[config.mk]
export PLATFORM = sky130hd
export DESIGN_NAME = store_buffer
export DESIGN_NICKNAME = d
export VERILOG_FILES = /design/src/rtl/store_buffer.sv
export SDC_FILE = /design/constraint.sdc
export NUM_CORES = 1
export LEC_CHECK = 0
export BUFFER_PORTS_ARGS = -buffer_cell sky130_fd_sc_hd__buf_2
export CORE_MARGIN = 2
export CORE_UTILIZATION = 30
export DETAILED_ROUTE_END_ITERATION = 8
export PLACE_DENSITY = 0.44
export SETUP_SLACK_MARGIN = 0.1
export SLEW_MARGIN = 20
export SYNTH_ARGS = -nofsm -noshare
export SYNTH_HDL_FRONTEND = slang
export SYNTH_SLANG_ARGS = --single-unit
[constraint.sdc]
create_clock -name clk -period 4.17 [get_ports clk]
set_input_delay 0.417 -clock clk [delete_from_list [all_inputs] [get_ports clk]]
set_output_delay 0.417 -clock clk [all_outputs]
set_load 0.03 [all_outputs]
[src/rtl/store_buffer.sv]
`ifndef WORD_LEN
`define WORD_LEN 32
`endif

// Store buffer: DEPTH-entry FIFO of core stores drained to memory with load forwarding; SB_COALESCE_EN merges repeat stores.
// Latency: a store forwards to loads from the next cycle, mem_req rises the edge after enqueue, ddin is combinational.
// Backpressure: none toward the core; a store arriving full with no drain that cycle is dropped and sets sticky overflow.
module store_buffer #(
    parameter int DEPTH = 4,
    parameter int AW    = `WORD_LEN
) (
    input  logic                 clk,
    input  logic                 rst,
    input  logic [AW-1:0]        daddr,
    input  logic                 dwr,
    input  logic [`WORD_LEN-1:0] ddout,
    output logic [`WORD_LEN-1:0] ddin,
    output logic                 sb_full,
    output logic                 sb_empty,
    output logic                 overflow,
    output logic                 mem_req,
    output logic [AW-1:0]        mem_addr,
    output logic [`WORD_LEN-1:0] mem_wdata,
    input  logic                 mem_ack,
    input  logic [`WORD_LEN-1:0] mem_rdata
);
    localparam int          PW       = $clog2(DEPTH);
    localparam logic [PW:0] FULL_CNT = (PW+1)'(DEPTH);
    localparam logic [PW:0] ONE_CNT  = (PW+1)'(1);

    typedef enum logic {IDLE, REQ} state_t;
    state_t state_q, state_d;

    logic [AW-1:0]        addr_q [DEPTH];
    logic [`WORD_LEN-1:0] data_q [DEPTH];
    logic [PW-1:0]        head_q, tail_q;
    logic [PW:0]          count_q;
    logic                 overflow_q;

    logic [PW-1:0]        slot [DEPTH];
    logic [DEPTH-1:0]     ent_hit;
    logic                 pop, enq, drop, coal_hit;

    // slot[i] is the i-th oldest entry; ent_hit flags valid entries matching the core address
    always_comb begin
        for (int i = 0; i < DEPTH; i++) begin
            slot[i]    = head_q + PW'(i);
            ent_hit[i] = ((PW+1)'(i) < count_q) && (addr_q[head_q + PW'(i)] == daddr);
        end
    end

    // Newest match wins; uses pre-edge state so a same-cycle store or pop does not affect it
    always_comb begin
        ddin = mem_rdata;
        for (int i = 0; i < DEPTH; i++) begin
            if (ent_hit[i]) begin
                ddin = data_q[slot[i]];
            end
        end
    end

`ifdef SB_COALESCE_EN
    logic [PW-1:0] coal_idx;

    // The head is skipped because it may already be in flight to memory
    always_comb begin
        coal_hit = 1'b0;
        coal_idx = tail_q;
        for (int i = 1; i < DEPTH; i++) begin
            if (ent_hit[i]) begin
                coal_hit = dwr;
                coal_idx = slot[i];
            end
        end
    end
`else
    assign coal_hit = 1'b0;
`endif

    assign pop  = (state_q == REQ) && mem_ack;
    assign enq  = dwr && !coal_hit && ((count_q != FULL_CNT) || pop);
    assign drop = dwr && !coal_hit && (count_q == FULL_CNT) && !pop;

    always_comb begin
        state_d = state_q;
        mem_req = 1'b0;
        case (state_q)
            IDLE: begin
                if (count_q != '0) begin
                    state_d = REQ;
                end
            end
            REQ: begin
                mem_req = 1'b1;
                if (pop && !enq && (count_q == ONE_CNT)) begin
                    state_d = IDLE;
                end
            end
            default: state_d = IDLE;
        endcase
    end

    always_ff @(posedge clk or negedge rst) begin
        if (!rst) begin
            state_q    <= IDLE;
            head_q     <= '0;
            tail_q     <= '0;
            count_q    <= '0;
            overflow_q <= 1'b0;
        end else begin
            state_q <= state_d;
            if (enq) begin
                tail_q <= tail_q + 1'b1;
            end
            if (pop) begin
                head_q <= head_q + 1'b1;
            end
            case ({enq, pop})
                2'b10:   count_q <= count_q + 1'b1;
                2'b01:   count_q <= count_q - 1'b1;
                default: count_q <= count_q;
            endcase
            if (drop) begin
                overflow_q <= 1'b1;
            end
        end
    end

    // Payload is never reset; validity comes solely from count_q
    always_ff @(posedge clk) begin
        if (enq) begin
            addr_q[tail_q] <= daddr;
            data_q[tail_q] <= ddout;
        end
`ifdef SB_COALESCE_EN
        else if (coal_hit) begin
            data_q[coal_idx] <= ddout;
        end
`endif
    end

    assign mem_addr  = addr_q[head_q];
    assign mem_wdata = data_q[head_q];
    assign sb_full   = (count_q == FULL_CNT);
    assign sb_empty  = (count_q == '0);
    assign overflow  = overflow_q;

endmodule

==> flow_summary.json, run 1 <==
{
  "status": "finished, violations left",
  "failed_checks": "setup timing",
  "netlist-cell-type-count": 73,
  "cts_made_buffers": 35,
  "drt_iter0_drc": 1144,
  "fp.dieW_um": 247.7,
  "grt_pass1_vias": 14550,
  "placed_cells": 2489,
  "gp_congestion": 0.9027,
  "whs_endpoint": "data_q[2][5]",
  "ant_nets": 0,
  "hold_viol": 0,
  "postSynth.asyncResetShare_pct": 3.396,
  "max_freq_ghz": 0.2153,
  "layout-drive-gt1-share_pct": 41.21,
  "synth_area_mm2": 0.01782,
  "dieArea_mm2": 0.06137,
  "worstReg2RegStart": "count_q[0]",
  "detail_route.first_pass.iterations": 7,
  "wl_per_cell_um": 26.29,
  "required_ns": 3.75,
  "crit_fanout": 8,
  "cp.arrival_ns": 4.23,
  "dpl_cell_area_mm2": 0.02054,
  "clk_pin_slew_ns": 0.06,
  "grt_overflow": 0,
  "critPathLaunchType": "flip-flop",
  "rrSetupSlack_ns": 1.27,
  "slew_headroom_pct": 46.98,
  "yosysWarnings": 0,
  "synth_top_area_share_pct": 43.14,
  "synth_edf_count": 256,
  "hp-class": "in -> reg",
  "synth_seq_cells": 265,
  "hp-start": "ddout[5]",
  "final_max_slew_viol_count": 0,
  "nets": 1945,
  "crit_type": "reg -> out",
  "grt_max_degree": 102,
  "crit_path_end_kind": "output port",
  "syn_inst": 1516,
  "clkSinkCount": 265,
  "power_density_mw_per_mm2": 731.1,
  "worstSkewPairLatency_ns": 0.57,
  "io_pins": 200,
  "dp_hpwl_um": 46100,
  "tightest_slew_ns": 0.7732,
  "grt_antenna_before_repair": 5,
  "cts_htree_levels": 2,
  "grt_pass1_wl_um": 98000,
  "cts_root_buf": "clkbuf_16",
  "whs_path_depth": 1,
  "min_period_ns": 4.645,
  "fin_cells": 2636,
  "die_y_um": 247.7,
  "synthTopCellsByArea": "edfxtp_1, mux2i_1, mux4_2",
  "area_growth_pct": 35.16,
  "start_util_pct": 30.25,
  "fp-row-count": 89,
  "rsz0062_at_grt": "yes",
  "worst_r2r_endpoint": "data_q[3][17]",
  "finClkSkew_ns": 0.02933,
  "cts_tree": "done",
  "max-vdd-ir-drop_mv": 0.2918,
  "synth_nets": 1624,
  "yosysSeqAreaShare_pct": 44.40,
  "synth.avg_cell_area_um2": 11.76,
  "leakagePower_uw": 0.008865,
  "min_period_over_period_pct": 111.4,
  "setup_ws_ns": -0.4752,
  "grtUsageTotal_pct": 21.54,
  "synth_flop_cell": "edfxtp_1",
  "portBuffers": 199,
  "core_area_mm2": 0.05891,
  "route.detailed.drc": 0,
  "drt_wl_total_um": 69300,
  "pre_cts_ws_ns": -0.1392,
  "final_area_mm2": 0.02409,
  "rr_worst_depth": 6,
  "via_count": 14950,
  "clock_path_buffers": 3,
  "cap_violations": 0,
  "setup_viol": 32,
  "vias_per_cell": 5.671,
  "synth_top_cell_by_area": "edfxtp_1"
}
[per-layer routing]
| metal | share of wire, % | up-vias | global-route usage, % |
|---|---|---|---|
| li1 | - | 6633 | - |
| met5 | 0.049 | - | 0 |
| met2 | 47 | 608 | 34.85 |
| met1 | 44 | 7583 | 29.83 |
| met3 | 6.6 | 118 | 3.449 |
| met4 | 2.6 | 6 | 5.953 |
[metrics by stage]
step	util (%)	setup TNS (ns)	power (uW)	hold WS [ns]
final	40.89	-13.62	17610	0.06288
after global routing	40.88	-15.09	18390	0.04811
after CTS	38.55	-11.62	16960	0.03217
after detailed placement	34.87	-3.063	13170	0.2975
after global placement	34.87	-5.597	13170	0.2980
after floorplan	-	0	10220	0.1214
[worst max path at each step]
stage / end / from / slack [ns] / depth (start not counted)
final: ddin[28] / head_q[1] / -0.48 / 13
after detailed placement: ddin[16] / head_q[1] / -0.14 / 12
after CTS: ddin[1] / head_q[0] / -0.40 / 15
after global placement: ddin[16] / head_q[1] / -0.26 / 12
after floorplan: ddin[31] / head_q[1] / 0.11 / 13
after global routing: ddin[17] / head_q[1] / -0.52 / 16
[state kept, by name, indices dropped and copies added (netlist names)]
| name | cells |
|---|---|
| overflow | 1 |
| addr_q | 128 |
| data_q | 128 |
| count_q | 3 |
| head_q | 2 |
| tail_q | 2 |
| state_q | 1 |
[cells by family after synthesis]
logic type	synth area share (%)
XOR/XNOR	5.259
adder cells (fa/ha/maj)	0.5617
flip-flops	44.40
multiplexers	22.75
AND/OR/NAND/NOR	10.33
AO/OA/AOI/OAI	11.99
buffers and inverters	4.718
[power by group]
| group | leakage [uW] | switching (uW) | internal [uW] | total [uW] |
|---|---|---|---|---|
| registers | 0.00245 | 372 | 3530 | 3900 |
| clock network | 0.000545 | 1260 | 1810 | 3070 |
| logic | 0.00587 | 6180 | 4450 | 10600 |
[critical path, cell delays in order (launching register included)]
cell,delay [ns]
dfrtp_4,0.58
buf_16,0.20
buf_12,0.13
mux2i_1,0.31
o22a_1,0.19
nand4_1,0.21
a221o_1,0.50
or4_4,0.61
buf_12,0.18
clkbuf_16,0.19
nor2_1,0.12
a311oi_1,0.07
o32ai_2,0.17
buf_4,0.20
[final cells by class]
class,count,area (um^2)
clock inverters,18,229.0
repair buffers,425,3776
inverters,18,70.07
flip-flops and latches,265,7920
multi-input cells,1092,10210
clock buffers,43,905.9
fillers,5536,34820
well taps,773,967.2
diodes,2,5.005
[cell usage in the layout (no fill, tap or decap), types with 8 or more instances in the layout]
| cell type | count |
|---|---|
| mux2i_4 | 17 |
| buf_12 | 46 |
| inv_1 | 17 |
| nand2_1 | 63 |
| xnor2_2 | 12 |
| o21ai_1 | 8 |
| clkbuf_1 | 8 |
| mux2i_2 | 15 |
| nor3_2 | 14 |
| o22ai_1 | 13 |
| nand4_1 | 45 |
| xor2_1 | 28 |
| buf_4 | 168 |
| xnor2_1 | 60 |
| clkbuf_16 | 43 |
| a21oi_1 | 72 |
| buf_2 | 167 |
| ha_1 | 8 |
| o21ai_0 | 53 |
| nor2_2 | 18 |
| and3_1 | 31 |
| o32ai_2 | 30 |
| nor4_1 | 17 |
| mux2_2 | 35 |
| edfxtp_1 | 256 |
| mux4_2 | 55 |
| nor3_1 | 23 |
| nor4_2 | 21 |
| nor2_1 | 79 |
| buf_6 | 22 |
| nor4_4 | 12 |
| mux2i_1 | 206 |
| o31a_1 | 9 |
| o2bb2ai_1 | 8 |
[cell usage after synthesis (7+ instances only)]
cell and instances:
edfxtp_1 256, mux2i_1 234, nor2_1 99, a21oi_1 74
xnor2_1 72, nand2_1 64, clkbuf_1 61, o21ai_0 60
mux4_2 55, nor4_1 48, nand4_1 45, and3_1 37
nor3_1 37, buf_2 36, mux2_2 35, xor2_1 35
buf_6 20, o32ai_2 18, inv_1 17, o32ai_1 17
buf_1 15, a311oi_1 14, o22ai_1 13, and2_1 11
dfrtp_1 9, o31a_1 9, a211oi_1 8, ha_1 8
o2bb2ai_1 8, buf_4 7
[timing repair]
item	CTS	global route
setup endpoints to repair	32	32
gates resized for setup	123	157
hold buffers	1	0
pin swaps	13	74
hold endpoints to repair	9	0
gates cloned	8	10
setup buffers	32	33
No activity file was read; power rests on OpenSTA's default activity.
==> run 2: changes to the inputs <==
- CAP_MARGIN: unset -> 20
- CELL_PAD_IN_SITES_DETAIL_PLACEMENT: unset -> 0
- CELL_PAD_IN_SITES_GLOBAL_PLACEMENT: unset -> 2
- PLACE_DENSITY: 0.44 -> 0.68
==> run 2 against run 1 <==
The run still ends with setup timing left; cell area is 6.0% lower; power is 7.0% lower; wire length decreased by 4.5%; die area stayed put; hold slack improved by 0.0076 ns; combinational power shrank 7%.
==> flow_summary.json, run 2 (synthesized netlist as in run 1, its figures left out) <==
{
  "cts_made_buffers": 34,
  "grt_pass1_vias": 14350,
  "p_sw_share_pct": 45.00,
  "placed_cells": 2481,
  "crit_path_end_kind": "output port",
  "fillCellCount": 5672,
  "wl_per_cell_um": 25.71,
  "critPathLaunchType": "flip-flop",
  "hold_viol": 0,
  "crit_type": "reg -> out",
  "grt_antenna_before_repair": 3,
  "rr_worst_depth": 6,
  "status": "finished, violations left",
  "detail_route.first_pass.iterations": 5,
  "clk_pin_slew_ns": 0.06,
  "fin_cells": 2574,
  "grt_max_degree": 53,
  "p_comb_share_pct": 60.1,
  "io_pins": 200,
  "cp_num_buf_inv": 6,
  "grt_pass1_wl_um": 94800,
  "p_int_uw": 9012,
  "clkSinkCount": 265,
  "power_frac_clock_pct": 16.3,
  "hp-start": "ddout[10]",
  "seq_power_share_pct": 23.6,
  "whs_endpoint": "data_q[0][10]",
  "cts_root_buf": "clkbuf_16",
  "pre_cts_ws_ns": -0.1653,
  "nets": 1884,
  "crit_fanout": 22,
  "cts_tree": "done",
  "dieArea_mm2": 0.06137,
  "whs_path_depth": 1,
  "layout_common_cells": "edfxtp_1, mux2i_1, buf_2, buf_4, nor2_1",
  "cp_num_cells": 14,
  "finClkSkew_ns": 0.02142,
  "cp.arrival_ns": 4.21,
  "slew_headroom_pct": 42.91,
  "core_area_mm2": 0.05891,
  "min_period_over_period_pct": 111.0,
  "drt_wl_total_um": 66170,
  "worstReg2RegStart": "count_q[0]",
  "setup_ws_ns": -0.4595,
  "fp-row-count": 89,
  "multiInputGateArea_mm2": 0.009682,
  "path_delay_family": "buffers and inverters",
  "cp_slowest_cell": "dfrtp_4",
  "required_ns": 3.75,
  "clock_path_buffers": 3,
  "rrSetupSlack_ns": 1.34,
  "via_count": 14350,
  "tightest_slew_ns": 0.8564,
  "start_util_pct": 30.25,
  "max_freq_ghz": 0.2160,
  "worst_r2r_endpoint": "addr_q[2][18]",
  "die_y_um": 247.7,
  "grt_overflow": 0,
  "hp-class": "in -> reg",
  "power_density_mw_per_mm2": 723.9,
  "drt_iter0_drc": 984,
  "route.detailed.drc": 0,
  "cts_htree_levels": 2,
  "ant_nets": 0,
  "reg.largest.list": "addr_q: 128 flops, data_q: 128 flops, count_q: 3 flops",
  "cap_violations": 0,
  "crit_path_cell_trace": "buf_12 > mux4_2 > xnor2_2 > buf_4 > o211ai_1 > a221o_1 > buf_6 > nor4_4 > buf_6 > buf_12 > nor4_1 > nor3_1 > o32ai_2 > buf_4",
  "p_sw_uw": 7372,
  "gp_congestion": 0.8810,
  "dp_hpwl_um": 45310,
  "max-vdd-ir-drop_mv": 0.2897,
  "fp.dieW_um": 247.7,
  "vias_per_cell": 5.576,
  "area_growth_pct": 27.00,
  "grtUsageTotal_pct": 21.01,
  "min_period_ns": 4.630,
  "final_common_cell": "edfxtp_1",
  "final_max_slew_viol_count": 0,
  "regArea_mm2": 0.007920,
  "failed_checks": "setup timing",
  "setup_viol": 32,
  "rsz0062_at_grt": "yes",
  "layout-drive-gt1-share_pct": 35.56,
  "leakagePower_uw": 0.008341,
  "portBuffers": 199,
  "max_stage_delay_ns": 0.53,
  "worstSkewPairLatency_ns": 0.56
}
-- run 2: worst max-delay path by stage --
stage	slack, ns	from	to
6_report	-0.46	head_q[1]	ddin[24]
3_3_place_gp	-0.18	head_q[1]	ddin[16]
2_1_floorplan	0.11	head_q[1]	ddin[31]
4_1_cts	-0.47	head_q[1]	ddin[16]
3_5_place_dp	-0.17	head_q[1]	ddin[16]
5_1_grt	-0.52	head_q[1]	ddin[5]
-- run 2: power groups by stage --
| stage | combinational (uW) | clock (uW) | sequential (uW) |
|---|---|---|---|
| after floorplan | 6420 | 0 | 3800 |
| after global placement | 9280 | 0 | 3870 |
| after detailed placement | 9250 | 0 | 3900 |
| after CTS | 9630 | 2750 | 3850 |
| after global routing | 10400 | 2860 | 3920 |
| final | 9850 | 2670 | 3860 |
-- run 2: area by class of cell --
| class | count | area share (%) |
|---|---|---|
| multi-input combinational | 1092 | 42.78 |
| antenna | 1 | 0.01106 |
| timing repair buffer | 365 | 13.24 |
| sequential | 265 | 34.99 |
| clock buffer | 42 | 3.892 |
| clock inverter | 18 | 0.4920 |
| inverter | 18 | 0.3206 |
| tap | 773 | 4.273 |
-- run 2: through the flow --
stage                     util [%]  setup TNS (ns)  instance area (um^2)  total power [uW]  hold slack (ns)
final                        38.42          -12.90                 22630             16380          0.07046
after floorplan                  -               0                 17860             10220           0.1214
after global routing         38.42          -15.48                 22630             17230          0.05411
after CTS                    37.59          -12.44                 22140             16240          0.03276
after detailed placement     34.69          -2.840                 20430             13150           0.3008
after global placement       34.69          -2.529                 20430             13160           0.2924
-- run 2: metal layers --
| layer | vias to the layer above | GRT usage, % | wire length [um] |
|---|---|---|---|
| met5 | - | 0 | 34 |
| met4 | 6 | 6.833 | 2088 |
| met3 | 102 | 3.817 | 3327 |
| met2 | 387 | 33.55 | 30710 |
| met1 | 7361 | 28.77 | 30020 |
| li1 | 6496 | - | - |
-- run 2: what timing repair did --
action | in CTS | in global routing
setup endpoints to repair | 32 | 32
pin swaps | 21 | 22
resized for setup | 98 | 80
setup buffers | 11 | 9
cloned | 9 | 2
hold buffers | 1 | 0
endpoints found under the hold margin | 9 | 0
-- run 2: worst register-to-register path: stages (launching register included) --
cell     delay (ns)
dfrtp_1        0.46
inv_1          0.12
ha_1           0.22
and2_1         0.18
a21oi_1        0.45
and2_4         0.68
buf_12         0.37
==> run 3: changes to the inputs <==
==> constraint.sdc (replaced) <==
create_clock -name clk -period 4.17 [get_ports clk]
set_input_delay 0.417 -clock clk [delete_from_list [all_inputs] [get_ports clk]]
set_output_delay 0.417 -clock clk [all_outputs]
set_load 0.01 [all_outputs]
==> run 3 against run 2 <==
Cell area rose by 5.4%; via count rose by 2.6%; the flow still finishes with violations (setup timing); first-iteration DRC count rose by 28%; worst setup slack got worse by 0.14 ns; largest cell class unchanged; power rose by 1.3%; sequential cell count did not move; fmax fell by 2.9%; clock-buffer cell count rose by 5; sequential power barely moved; register-to-register slack improved by 0.02 ns.
==> flow_summary.json, run 3 (synthesized netlist as in run 1, its figures left out) <==
{
  "layout-drive-gt1-share_pct": 39.96,
  "leakagePower_uw": 0.008792,
  "finClkSkew_ns": 0.02983,
  "dr_wl_met2_um": 31630,
  "ant_nets": 0,
  "worstReg2RegStart": "count_q[0]",
  "grt_pass1_wl_um": 97150,
  "dpl_cell_area_mm2": 0.02027,
  "grtUsageTotal_pct": 21.49,
  "grt_max_degree": 93,
  "setup_viol": 32,
  "wl_met1_um": 30200,
  "p_sw_uw": 6880,
  "met3_length_um": 3990,
  "hold_viol": 0,
  "p_int_uw": 9717,
  "start_util_pct": 30.25,
  "worstSkewPairLatency_ns": 0.56,
  "hp-start": "ddout[11]",
  "crit_path_end_kind": "output port",
  "max_freq_ghz": 0.2097,
  "rsz0062_at_grt": "yes",
  "final_common_cell": "edfxtp_1",
  "via_count": 14730,
  "slew_headroom_pct": 39.87,
  "dp_hpwl_um": 44520,
  "io_pins": 200,
  "fp-row-count": 89,
  "grt_pass1_vias": 14420,
  "cts_htree_levels": 2,
  "required_ns": 3.75,
  "hold_slack_ns": 0.06764,
  "crit_type": "reg -> out",
  "detail_route.first_pass.iterations": 5,
  "p_sw_share_pct": 41.45,
  "route.detailed.drc": 0,
  "cts_root_buf": "clkbuf_16",
  "layout_common_cells": "edfxtp_1, mux2i_1, buf_2, buf_4, nor2_1",
  "grt_overflow": 0,
  "utilization_pct": 40.50,
  "critPathLaunchType": "flip-flop",
  "fillCellCount": 5555,
  "drt_iter0_drc": 1258,
  "clk_pin_slew_ns": 0.05,
  "setup_ws_ns": -0.5986,
  "portBuffers": 199,
  "pre_cts_ws_ns": -0.3343,
  "crit_fanout": 7,
  "seq_power_share_pct": 23.3,
  "power_frac_clock_pct": 19.1,
  "cap_violations": 0,
  "core_area_mm2": 0.05891,
  "fp.dieW_um": 247.7,
  "min_period_over_period_pct": 114.4,
  "gp_congestion": 0.9271,
  "final_max_slew_viol_count": 0,
  "cts_made_buffers": 36,
  "cp.arrival_ns": 4.35,
  "status": "finished, violations left",
  "tns_ns": -16.86,
  "hp-class": "in -> reg",
  "grt_antenna_before_repair": 9,
  "nets": 1904,
  "cts_tree": "done",
  "die_y_um": 247.7,
  "p_comb_share_pct": 57.6,
  "clock_path_buffers": 3,
  "tightest_slew_ns": 0.9020,
  "vias_per_cell": 5.666,
  "drt_wl_total_um": 68200,
  "final_area_mm2": 0.02386,
  "failed_checks": "setup timing",
  "dieArea_mm2": 0.06137,
  "power_density_mw_per_mm2": 695.6,
  "top_layer_used": "met5",
  "reg.largest.list": "addr_q: 128 flops, data_q: 128 flops, count_q: 3 flops",
  "clkSinkCount": 265,
  "startpoint": "head_q[1]",
  "area_growth_pct": 33.89,
  "min_period_ns": 4.769,
  "max-vdd-ir-drop_mv": 0.3489,
  "wl_per_cell_um": 26.24
}
[run 3: power by group through the flow]
stage	clock network, uW	logic [uW]	registers, uW
after floorplan	0	5600	3790
after global placement	0	8280	3860
after detailed placement	0	8280	3890
after CTS	3230	9110	3860
after global routing	3330	10100	3940
final	3170	9550	3870
[run 3: worst paths after layout]
path / to / slack [ns] / cells after the start
worst max-delay path: ddin[24] / -0.60 / 13
worst min-delay path: data_q[2][11] / 0.07 / 1
worst max register to register: addr_q[3][18] / 1.36 / 6
worst min register to register: overflow / 0.48 / 1
max in group asynchronous: head_q[0] / 3.70 / 2
min in group asynchronous: tail_q[0] / 0.24 / 2
[run 3: area by class of cell]
| class | instances | area (um^2) | area share [%] |
|---|---|---|---|
| Multi-Input combinational cell | 1092 | 10240 | 42.94 |
| Antenna cell | 4 | 10.01 | 0.04195 |
| Clock inverter | 17 | 203.9 | 0.8547 |
| Sequential cell | 265 | 7920 | 33.19 |
| Timing Repair Buffer | 383 | 3440 | 14.42 |
| Inverter | 18 | 70.07 | 0.2937 |
| Tap cell | 773 | 967.2 | 4.053 |
| Clock buffer | 47 | 1005 | 4.211 |
[run 3: worst max-delay path, cell delays in order (launching register included)]
cell and delay, ns:
dfrtp_4 0.53, buf_6 0.15, buf_16 0.13, mux4_2 0.45, xnor2_2 0.26, o211ai_1 0.25
a221o_1 0.41, or4_4 0.65, buf_12 0.22, buf_8 0.14, nor2_4 0.07, nor3_2 0.05
o32ai_2 0.25, buf_2 0.20
[run 3: per-layer routing]
layer | vias up | track usage (%)
met3 | 126 | 3.568
met2 | 498 | 33.96
met5 | - | 0
met4 | 12 | 7.485
met1 | 7547 | 29.74
li1 | 6543 | -
[run 3: repair_timing]
item,in CTS,in global routing
gates cloned,17,7
endpoints found under the setup margin,32,32
pin swaps,62,40
buffers inserted,20,18
hold buffers,1,0
resized for setup,171,102
hold endpoints to repair,9,0
[run 3: through the flow]
step                      std cells  power (uW)
after floorplan                1516        9385
after global placement         2468       12140
after detailed placement       2468       12180
after CTS                      2570       16190
after global routing           2597       17370
final                          2599       16600
